$ cat src/rtl/draw_rect_char_if.sv
// VGA pixel-stream bundle: counters, sync/blank strobes and 12-bit colour.
interface vga_if;
  logic [10:0] hcount;
  logic [10:0] vcount;
  logic        hsync;
  logic        vsync;
  logic        hblnk;
  logic        vblnk;
  logic [11:0] rgb;

  modport in  (input  hcount, vcount, hsync, vsync, hblnk, vblnk, rgb);
  modport out (output hcount, vcount, hsync, vsync, hblnk, vblnk, rgb);
endinterface

$ cat src/rtl/draw_rect_char.sv
// Text overlay: a 16x16 grid of 8x16 glyphs at (X0,Y0), fed by external
// char-code and font ROMs with a fixed two-cycle round trip.
module draw_rect_char #(
  parameter logic [10:0] X0       = 11'd16,
  parameter logic [10:0] Y0       = 11'd16,
  parameter logic [11:0] FG_COLOR = 12'hFFF
) (
  input  logic       clk,
  input  logic       rst,
  vga_if.in          vii,
  vga_if.out         vio,
  output logic [7:0] char_xy,
  output logic [3:0] char_line,
  input  logic [7:0] char_pixels
);

  typedef struct packed {
    logic [10:0] hcount;
    logic [10:0] vcount;
    logic        hsync;
    logic        vsync;
    logic        hblnk;
    logic        vblnk;
    logic [11:0] rgb;
  } vga_t;

  typedef struct packed {
    vga_t       pix;
    logic       in_area;
    logic [2:0] x_pix;
  } stage_t;

  function automatic logic area_hit(input logic [10:0] h, input logic [10:0] v);
    logic [11:0] h_ext;
    logic [11:0] v_ext;
    h_ext = {1'b0, h};
    v_ext = {1'b0, v};
    return (h_ext >= {1'b0, X0}) && (h_ext < ({1'b0, X0} + 12'd128)) &&
           (v_ext >= {1'b0, Y0}) && (v_ext < ({1'b0, Y0} + 12'd256));
  endfunction

  function automatic logic glyph_bit(input logic [7:0] pixels, input logic [2:0] idx);
    return pixels[3'd7 - idx];
  endfunction

  logic       in_area;
  logic [6:0] x_rel;
  logic [7:0] y_rel;

  logic [7:0] char_xy_d,   char_xy_q;
  logic [3:0] char_line_d, char_line_q;
  stage_t     stg_p1_d, stg_p1_q;
  stage_t     stg_p2_d, stg_p2_q;
  stage_t     stg_p3_d, stg_p3_q;
  vga_t       out_d,    out_q;

  always_comb begin
    // Stage 0 -> 1: area test and ROM addressing on the live input.
    in_area = area_hit(vii.hcount, vii.vcount);
    // Only the low bits of the offsets are ever consumed; modular subtraction
    // on the narrowed operands yields the same bits.
    x_rel = vii.hcount[6:0] - X0[6:0];
    y_rel = vii.vcount[7:0] - Y0[7:0];

    char_xy_d   = in_area ? {y_rel[7:4], x_rel[6:3]} : 8'd0;
    char_line_d = in_area ? y_rel[3:0] : 4'd0;

    stg_p1_d.pix.hcount = vii.hcount;
    stg_p1_d.pix.vcount = vii.vcount;
    stg_p1_d.pix.hsync  = vii.hsync;
    stg_p1_d.pix.vsync  = vii.vsync;
    stg_p1_d.pix.hblnk  = vii.hblnk;
    stg_p1_d.pix.vblnk  = vii.vblnk;
    stg_p1_d.pix.rgb    = vii.rgb;
    stg_p1_d.in_area    = in_area;
    stg_p1_d.x_pix      = x_rel[2:0];

    // Stages 1 -> 3: pure delay covering the ROM round trip.
    stg_p2_d = stg_p1_q;
    stg_p3_d = stg_p2_q;

    // Stage 3 -> output: glyph bit from the font ROM selects the overlay.
    out_d = stg_p3_q.pix;
    if (stg_p3_q.in_area && glyph_bit(char_pixels, stg_p3_q.x_pix) &&
        !(stg_p3_q.pix.hblnk || stg_p3_q.pix.vblnk)) begin
      out_d.rgb = FG_COLOR;
    end
  end

  always_ff @(posedge clk) begin
    if (rst) begin
      char_xy_q   <= '0;
      char_line_q <= '0;
      stg_p1_q    <= '0;
      stg_p2_q    <= '0;
      stg_p3_q    <= '0;
      out_q       <= '0;
    end else begin
      char_xy_q   <= char_xy_d;
      char_line_q <= char_line_d;
      stg_p1_q    <= stg_p1_d;
      stg_p2_q    <= stg_p2_d;
      stg_p3_q    <= stg_p3_d;
      out_q       <= out_d;
    end
  end

  assign char_xy    = char_xy_q;
  assign char_line  = char_line_q;
  assign vio.hcount = out_q.hcount;
  assign vio.vcount = out_q.vcount;
  assign vio.hsync  = out_q.hsync;
  assign vio.vsync  = out_q.vsync;
  assign vio.hblnk  = out_q.hblnk;
  assign vio.vblnk  = out_q.vblnk;
  assign vio.rgb    = out_q.rgb;

endmodule

$ cat src/flat_wrapper.sv
// flat-port wrapper written by rule: the top's interface ports become plain ports
module draw_rect_char_flat 
#(
  parameter logic [10:0] X0       = 11'd16,
  parameter logic [10:0] Y0       = 11'd16,
  parameter logic [11:0] FG_COLOR = 12'hFFF
)
  (clk, rst, char_xy, char_line, char_pixels, vii_hcount, vii_vcount, vii_hsync, vii_vsync, vii_hblnk, vii_vblnk, vii_rgb, vio_hcount, vio_vcount, vio_hsync, vio_vsync, vio_hblnk, vio_vblnk, vio_rgb);
  vga_if vii_i ();
  vga_if vio_i ();
  input  logic clk;
  input  logic rst;
  output logic [7:0] char_xy;
  output logic [3:0] char_line;
  input  logic [7:0] char_pixels;
  input wire logic [$bits(vii_i.hcount)-1:0] vii_hcount;
  input wire logic [$bits(vii_i.vcount)-1:0] vii_vcount;
  input wire logic [$bits(vii_i.hsync)-1:0] vii_hsync;
  input wire logic [$bits(vii_i.vsync)-1:0] vii_vsync;
  input wire logic [$bits(vii_i.hblnk)-1:0] vii_hblnk;
  input wire logic [$bits(vii_i.vblnk)-1:0] vii_vblnk;
  input wire logic [$bits(vii_i.rgb)-1:0] vii_rgb;
  output wire logic [$bits(vio_i.hcount)-1:0] vio_hcount;
  output wire logic [$bits(vio_i.vcount)-1:0] vio_vcount;
  output wire logic [$bits(vio_i.hsync)-1:0] vio_hsync;
  output wire logic [$bits(vio_i.vsync)-1:0] vio_vsync;
  output wire logic [$bits(vio_i.hblnk)-1:0] vio_hblnk;
  output wire logic [$bits(vio_i.vblnk)-1:0] vio_vblnk;
  output wire logic [$bits(vio_i.rgb)-1:0] vio_rgb;
  assign vii_i.hcount = vii_hcount;
  assign vii_i.vcount = vii_vcount;
  assign vii_i.hsync = vii_hsync;
  assign vii_i.vsync = vii_vsync;
  assign vii_i.hblnk = vii_hblnk;
  assign vii_i.vblnk = vii_vblnk;
  assign vii_i.rgb = vii_rgb;
  assign vio_hcount = vio_i.hcount;
  assign vio_vcount = vio_i.vcount;
  assign vio_hsync = vio_i.hsync;
  assign vio_vsync = vio_i.vsync;
  assign vio_hblnk = vio_i.hblnk;
  assign vio_vblnk = vio_i.vblnk;
  assign vio_rgb = vio_i.rgb;
  draw_rect_char #(.X0(X0), .Y0(Y0), .FG_COLOR(FG_COLOR)) u_core (.clk(clk), .rst(rst), .vii(vii_i), .vio(vio_i), .char_xy(char_xy), .char_line(char_line), .char_pixels(char_pixels));
endmodule
$ cat config.mk
export PLATFORM = sky130hd
export DESIGN_NAME = draw_rect_char_flat
export DESIGN_NICKNAME = d
export VERILOG_FILES = /design/src/rtl/draw_rect_char_if.sv /design/src/rtl/draw_rect_char.sv /design/src/flat_wrapper.sv
export SDC_FILE = /design/constraint.sdc
export NUM_CORES = 1
export LEC_CHECK = 0
export CORE_UTILIZATION = 45
export CTS_CLUSTER_DIAMETER = 120
export DETAILED_ROUTE_END_ITERATION = 8
export MAX_ROUTING_LAYER = met4
export PLACE_DENSITY = 0.72
export SYNTH_ARGS = -nofsm -noshare
export SYNTH_HDL_FRONTEND = slang
export SYNTH_SLANG_ARGS = --single-unit
export TNS_END_PERCENT = 5
$ cat constraint.sdc
create_clock -name clk -period 1.8 [get_ports clk]
set_input_delay 0.36 -clock clk [delete_from_list [all_inputs] [get_ports clk]]
set_output_delay 0.36 -clock clk [all_outputs]
set_load 0.05 [all_outputs]
* Word-level counts from Yosys, hierarchy flattened
Cells that the tools add are included.
** Storage, ports and cells
- Bits in registers :: 176
- Logic and storage cells :: 56
- Output and inout bits :: 50
** Cells by class
- Bitwise operators :: 1
- Order comparisons :: 5
- $add $sub $neg :: 3
- Multiplexer cells :: 3
- Reduce and logical (&&, ||, !) cells :: 8
** Operators with widths (count)
- greater-or-equal comparator 11 x 5 -> 1 bit, second input constant :: 2
- 2-to-1 mux 12 bit :: 1
- < comparator 11 x 8 -> 1 bit, second input constant :: 1
- < comparator 11 x 9 -> 1 bit, second input constant :: 1
- subtractor 8 x 5 -> 8 bit, second input constant :: 1
- subtractor 7 x 5 -> 7 bit, second input constant :: 1
- logical AND 1 bit :: 5
- < comparator 3 x 4 -> 1 bit, second input constant :: 1
- binary-select mux 1 bit (select 3 bit) :: 1
- subtractor 3 bit, first input constant :: 1
- OR reduction 2 bit :: 1
- logical NOT 1 bit :: 1
- logical OR 1 bit :: 1
- 2-to-1 mux 1 bit :: 1
- NOT 1 bit :: 1

* Logic depth before layout (Yosys ltp)
Gate-level depths: netlist of the first run.
- Depth in word-level cells :: 6
- Mapped depth :: 7
- Depth with buffers taken out :: 7

* Least setup slack after synthesis of the first run
No wires, ideal clock.
- Path kind :: input to register
- From :: input port vii_vcount[4]
- To :: register u_core.char_line_q[0], in the netlist u_core.char_line[0]
- Cell stages on the path :: 5
- Setup slack :: 0.061 ns
- Path buffers :: 0
- Required time :: 1.741 ns
- Data arrival time :: 1.680 ns
- Setup time :: 0.059 ns
- Path through :: or4_4 a2111oi_4 nand4_4 clkinv_2 and2_1
** On the way
- Longest elaborated chain between the ends :: 5
** RTL lines
- start: declaration :: RTL line flat_wrapper.sv:17 : input wire logic [$bits(vii_i.vcount)-1:0] vii_vcount;
- greater-or-equal comparator 11 x 5 -> 1 bit :: RTL line draw_rect_char.sv:39 : (v_ext >= {1'b0, Y0}) && (v_ext < ({1'b0, Y0} + 12'd256));
- logical AND 1 bit :: RTL line draw_rect_char.sv:38 : return (h_ext >= {1'b0, X0}) && (h_ext < ({1'b0, X0} + 12'd128)) &&
- logical AND 1 bit (*) :: RTL line draw_rect_char.sv:39
- NOT 1 bit (no line) (*)
- OR reduction 2 bit (no line) (*)
- end signal: assignment :: RTL line draw_rect_char.sv:100 : char_line_q <= char_line_d;
- end: declaration :: RTL line draw_rect_char.sv:51 : logic [3:0] char_line_d, char_line_q;
Mark *: on every way between the ends. The rest lies on a longest branch, timed or not.
A chain may end at the register's enable or synchronous reset.

* Final worst setup path of the first run
- From :: input port vii_hcount[9]
- To :: register u_core.char_xy_q[6], in the netlist u_core.char_xy[6]
** On the way
- Longest elaborated chain between the ends :: 6
** RTL lines
- start: declaration :: RTL line flat_wrapper.sv:16 : input wire logic [$bits(vii_i.hcount)-1:0] vii_hcount;
- greater-or-equal comparator 11 x 5 -> 1 bit or < comparator 11 x 8 -> 1 bit (tied branches) :: RTL line draw_rect_char.sv:38
- logical AND 1 bit (*) (2 in series) :: RTL line draw_rect_char.sv:38
- logical AND 1 bit (*) :: RTL line draw_rect_char.sv:39
- NOT 1 bit (no line) (*)
- OR reduction 2 bit (no line) (*)
- end signal: assignment :: RTL line draw_rect_char.sv:99 : char_xy_q <= char_xy_d;
- end: declaration :: RTL line draw_rect_char.sv:50 : logic [7:0] char_xy_d, char_xy_q;
Marks and branches as above.

==> metrics.txt, run 1 <==
hold_sp=rst; xor/xnor cell area share of the yosys netlist=0.370%; Syn Area/Cell=12.1 sq um; Compound-Gate Fraction of Synth Area=2.49%; PnR worst setup slack=0.0403 ns; drt drc=0; worst hold path depth=2; largest cells by area after synthesis=dfxtp_1 71%, nor2b_1 18%, clkbuf_1 1.4%, o21ai_0 1.3%, inv_1 1.3%; total number of vias=2724; setup violators final=0; filler instances=852; R2R depth=5; die width=105 microns; H-tree depth=4; PortBufs=97; TritonCTS clock tree=yes; global placement routability congestion=0.792; Sw Share=21.4%; ANT cells=0; Max Cap Viol=0; I/O pin total=98; final hold violation count=0; total CTS buffers=17; Post-Synth Simple-Gate Area=21.4%; Synth cell types=23; clock sink count=167; CP arrival=2.19 ns; Yosys reg bits=167; post-place setup slack=-0.534 ns; Die Area=10900 sq um; outcome=finished clean; endpoint class of the critical path=flop; power per cell area=1180 nW/um^2; most common cell in the netlist=dfxtp_1; WL per Instance=11.4 microns; later-pin clock latency in the skew report=0.50 ns; first-iteration detailed-routing DRC count=91; post-synthesis cell count=391; Clk pwr share=44.1%; global-route wire length before repair=12300 microns; critical path fanouts, max=4; GRT overflow=0; Synth area leader=dfxtp_1; DRT Pass-1 Iters=4; top-area cell type share of the netlist area=70.7%; Post-synth top flop=dfxtp_1; dpl cells=621; antenna-violating nets left=0; Slowest cell on crit path=or4_4; Fin Clk Skew=0.00469 ns; total negative slack=0 ns; FF-to-FF End=u_core.vio.rgb[8]; vias in the first global route=2612; async set-or-reset flop fraction in the synthesized netlist=0%; sequential cell area fraction in the yosys report=70.7%; synth warn=0; Final Power=7.54 mW; fin. max-slew vios=0; Core Region=10300 sq um; largest family of logic cells by synthesized area=simple AND/OR/NAND/NOR gates; Nets=556; Via density=4.17; max_slew headroom=65.9%; hpwl dp=4900 microns; Max Clock Freq=0.568 GHz; Util after Layout=62.2%; GRT Total Usage=15.0%; largest net degree at the start of global routing=50; area growth from synthesis to layout=35.1%; Core Rows=37; layout cells sized above 1=16.8%; clock tree buffer depth=2; EDFF count, synth=0; Synth Cell Area=4730 sq um; placed cell area=5850 sq um; number of setup buffers added after CTS=0; synthesized-area fraction occupied by adder cells=1.06%; initial antenna violation count=0; Worst-Margin Slew=0.513 ns; Starting Density=46.0%; Commonest cells post-synth=167 x dfxtp_1, 138 x nor2b_1, 18 x clkbuf_1; P_int=5.93 mW; CP Data Required Time=2.23 ns; Vert. Die Dim=105 microns; crit path buf inv count=2; P_leak=2.69 nW; Setup CP Type=in2reg; hold path endpoint=u_core.stg_p1_q[30]; Detailed Route WL=7420 microns; setup repair after global routing missed its margin=no; final hold slack=0.229 ns; Design Area, Final=6390 sq um; FF-to-FF setup slack=0.16 ns; worst r2r src=u_core.stg_p3_q[1]; period utilization=97.8%; post-synthesis mux area share=1.19%; crit path cell chain=clkdlybuf4s50_1, or4_4, a2111oi_4, nand4_4, buf_4, nor2_1; Comb power frac=5.0%; Worst-path clk slew=0.06 ns; Hold Crit Class=in2reg; Flop pwr share=50.9%; Startpoint Class=input port; Layout Cells excl Fill=653; Post-Syn Nets=443; Final Critical Period=1.76 ns; crit-path leading delay family=simple AND/OR/NAND/NOR gates; maximum VDD drop=0.000783 V; crit-path max cell delay=0.59 ns; Clk Tree Root Cell=clkbuf_8; P_sw=1.61 mW
[worst max-delay path by stage]
| stage | from | end | cells past startpoint |
|---|---|---|---|
| after CTS | vii_vcount[4] | u_core.char_xy[6] | 6 |
| after detailed placement | vii_hcount[9] | u_core.char_xy[6] | 6 |
| final | vii_hcount[9] | u_core.char_xy[6] | 6 |
| after floorplan | vii_vcount[4] | u_core.char_line[0] | 5 |
| after global placement | vii_vcount[9] | u_core.char_xy[6] | 6 |
| after global routing | vii_hcount[9] | u_core.char_xy[6] | 6 |
[flip-flops by register name, indices dropped and copies added, names as in the netlist, 4 cells and up]
name and flops:
u_core.stg_p2_q 39, u_core.vio.vcount 11, u_core.char_xy 8, u_core.stg_p1_q 39
u_core.vio.hcount 11, u_core.stg_p3_q 15, u_core.out_d 24, u_core.vio.rgb 12
u_core.char_line 4
[cells by family after synthesis]
| kind of cell | Yosys count |
|---|---|
| and+or+nand+nor | 163 |
| buffers and inverters | 35 |
| AOI/OAI and AO/OA | 17 |
| DFF | 167 |
| adders and majority gates | 4 |
| muxes | 3 |
| xor gates and xnor gates | 2 |
[layout by cell type, fill, tap and decap left out, types with 3 or more instances in the layout]
cell type,instances
clkinvlp_4,5
nor2_1,11
and2_1,5
buf_4,46
dfxtp_1,167
inv_6,3
clkinv_2,3
inv_1,16
clkbuf_16,16
ha_1,4
dlygate4sd2_1,19
nor2b_1,138
clkdlybuf4s50_1,46
clkbuf_8,3
o21ai_0,12
[power groups by stage]
stage / Combinational, mW / Sequential [mW] / Clock (mW)
after floorplan: 0.148 / 3.96 / 0
after global placement: 0.380 / 3.92 / 0
after detailed placement: 0.384 / 3.92 / 0
after CTS: 0.383 / 3.84 / 3.40
after global routing: 0.410 / 3.84 / 3.58
final: 0.378 / 3.84 / 3.33
[area by class of cell]
cell class | instances | area (sq um) | share of cell area, %
clock buffer | 19 | 442 | 6.91
clock inverter | 13 | 121 | 1.90
inverter | 17 | 65.1 | 1.02
timing repair buffer | 112 | 992 | 15.5
multi-input combinational | 189 | 1260 | 19.7
sequential | 167 | 3340 | 52.3
tap | 136 | 170 | 2.66
[routing by layer]
metal / share of wire, % / track usage (%) / vias to the layer above
met2: 46 / 22.5 / 69
met3: 5.4 / 5.74 / 5
met5: 0 / - / -
li1: - / - / 1424
met1: 48 / 18.4 / 1226
met4: 0.65 / 5.51 / 0
[repair_timing]
| item | 4_1_cts | 5_1_grt |
|---|---|---|
| pin swaps | 0 | 1 |
| gates resized for setup | 20 | 0 |
| hold buffers | 0 | 0 |
| setup endpoints to repair | 20 | 1 |
(Power assumes the default switching activity.)
==> inputs of run 2 (changes only) <==
- CORE_MARGIN: not set -> 8
==> metrics.txt, run 2 (synthesized netlist as in run 1, its figures left out) <==
Setup CP Type=in2reg (unchanged); commonest non-fill, non-tap cell in the layout=dfxtp_1 (unchanged); Core Rows=37 (unchanged); R2R depth=5 (unchanged); Clk Tree Root Cell=clkbuf_8 (unchanged); total CTS buffers=17 (unchanged); crit path cell chain=clkdlybuf4s50_1, or4_4, a2111oi_4, nand4_4, buf_4, nor2_1 (unchanged); setup violators final=0 (unchanged); CP arrival=2.21 ns (was 2.19 ns); global-route wire length before repair=13300 microns (was 12300 microns); endpoint class of the critical path=flop (unchanged); hold_sp=rst (unchanged); Worst-Margin Slew=0.410 ns (was 0.513 ns); later-pin clock latency in the skew report=0.51 ns (was 0.50 ns); setup repair after global routing missed its margin=no (unchanged); period utilization=97.3% (was 97.8%); ANT cells=0 (unchanged); FF-to-FF End=u_core.vio.rgb[3] (was u_core.vio.rgb[8]); Met2 Wirelength=3860 microns (was 3430 microns); TritonCTS clock tree=yes (unchanged); vias in the first global route=2748 (was 2612); DRT Pass-1 Iters=4 (unchanged); hpwl dp=5600 microns (was 4900 microns); global placement routability congestion=0.786 (was 0.792); P_leak=2.69 nW (about the same); Die Area=14000 sq um (was 10900 sq um); crit-path max cell delay=0.58 ns (was 0.59 ns); Worst-path clk slew=0.06 ns (about the same); worst r2r src=u_core.stg_p3_q[1] (unchanged); PortBufs=97 (unchanged); FF-to-FF setup slack=0.14 ns (was 0.16 ns); H-tree depth=4 (unchanged); Slowest cell on crit path=or4_4 (unchanged); Final Critical Period=1.75 ns (was 1.76 ns); fin. max-slew vios=0 (unchanged); drt drc=0 (unchanged); DRT met1 WL=3700 microns (was 3540 microns); Via density=4.15 (was 4.17); I/O pin total=98 (unchanged); post-place setup slack=-0.505 ns (was -0.534 ns); dpl cells=622 (was 621); antenna-violating nets left=0 (unchanged); Max Cap Viol=0 (unchanged); Core Region=10300 sq um (unchanged); largest net degree at the start of global routing=83 (was 50); Detailed Route WL=8180 microns (was 7420 microns); Vert. Die Dim=119 microns (was 105 microns); outcome=finished clean (unchanged); Starting Density=46.0% (unchanged); met3 WL=449 microns (was 401 microns); CP Data Required Time=2.25 ns (was 2.23 ns); critical path fanouts, max=4 (unchanged); die width=119 microns (was 105 microns); worst hold path depth=4 (was 2); GRT Total Usage=12.6% (was 15.0%); Hold Crit Class=in2reg (unchanged); number of setup buffers added after CTS=0 (unchanged); crit path buf inv count=2 (unchanged); layout cells sized above 1=19.9% (was 16.8%); Layout Cells excl Fill=653 (unchanged); maximum VDD drop=0.000633 V (was 0.000783 V); crit-path leading delay family=simple AND/OR/NAND/NOR gates (unchanged); clock sink count=167 (unchanged); hold path endpoint=u_core.char_xy[7] (was u_core.stg_p1_q[30]); Startpoint Class=input port (unchanged); Fin Clk Skew=0.00416 ns (was 0.00469 ns); area growth from synthesis to layout=36.4% (was 35.1%); Nets=557 (was 556); initial antenna violation count=0 (unchanged); Max Clock Freq=0.571 GHz (was 0.568 GHz); first-iteration detailed-routing DRC count=94 (was 91); clock tree buffer depth=2 (unchanged); most frequent cells in the layout=167 x dfxtp_1, 138 x nor2b_1, 64 x buf_4 (was 167 x dfxtp_1, 138 x nor2b_1, 46 x clkdlybuf4s50_1, 46 x buf_4, 19 x dlygate4sd2_1); final hold violation count=0 (unchanged); highest metal used=met4 (unchanged); max_slew headroom=72.7% (was 65.9%); power per cell area=1240 nW/um^2 (was 1180 nW/um^2); GRT overflow=0 (unchanged); total number of vias=2711 (was 2724); PnR worst setup slack=0.0488 ns (was 0.0403 ns); WL per Instance=12.5 microns (was 11.4 microns); Util after Layout=62.8% (was 62.2%)
## run 2: changes by cell type in the layout (fill, tap and decap cells not counted), moves of 2 or more
cell | before | now
buf_4 | 46 | 64
clkinvlp_4 | 5 | 1
inv_6 | 3 | 0
dlygate4sd2_1 | 19 | 0
bufinv_16 | 1 | 5
clkbuf_1 | 0 | 3
clkinv_4 | 2 | 0
## run 2: stage by stage
stage / power (mW) / setup TNS, ns / hold WS [ns] / area (sq um)
after CTS: 8.06 / 0 / 0.283 / 6450
after global routing: 8.27 / 0 / 0.260 / 6450
final: 7.98 / 0 / 0.282 / 6450
after floorplan: 4.11 / 0 / 0.414 / 4730
after global placement: 4.30 / -7.64 / 0.416 / 5820
after detailed placement: 4.31 / -8.48 / 0.420 / 5820
## run 2: final cells by class
cell class | count | area [sq um]
Fill cell | 830 | 3820
Tap cell | 136 | 170
Clock buffer | 22 | 453
Multi-Input combinational cell | 189 | 1260
Inverter | 17 | 65.1
Clock inverter | 9 | 173
Timing Repair Buffer | 113 | 992
Sequential cell | 167 | 3340
## run 2: what timing repair did
action                                  CTS  global route
hold buffers                              0             0
endpoints found under the setup margin    0             4
resized for setup                         0             2
## run 2: where the power goes
| group | total [mW] | switching, mW | internal (mW) |
|---|---|---|---|
| Sequential | 3.84 | 0.0229 | 3.81 |
| Clock | 3.75 | 1.30 | 2.45 |
| Combinational | 0.386 | 0.182 | 0.205 |
## run 2: worst max path at each step
stage | start | end | depth (start not counted) | slack, ns
floorplan | vii_vcount[4] | u_core.char_line[0] | 5 | 0.06
global placement | vii_hcount[9] | u_core.char_xy[6] | 6 | -0.46
detailed placement | vii_hcount[9] | u_core.char_xy[4] | 6 | -0.51
CTS | vii_hcount[9] | u_core.char_xy[4] | 6 | 0.05
global route | vii_vcount[7] | u_core.char_xy[3] | 6 | 0.009
finish | vii_vcount[7] | u_core.char_xy[3] | 6 | 0.05
## run 2: worst reg2reg max path: stages, from the launching register on
cell and delay (ns):
dfxtp_1 0.39, mux4_2 0.52, mux2_2 0.30, nand2_1 0.12, buf_12 0.13, o21ai_0 0.08
## run 2: routing by layer
metal  vias up  global-route usage (%)
li1       1430                       -
met1      1187                    13.8
met2        79                    19.3
met3        15                    5.33
met4         0                    6.64
met5         -                       -
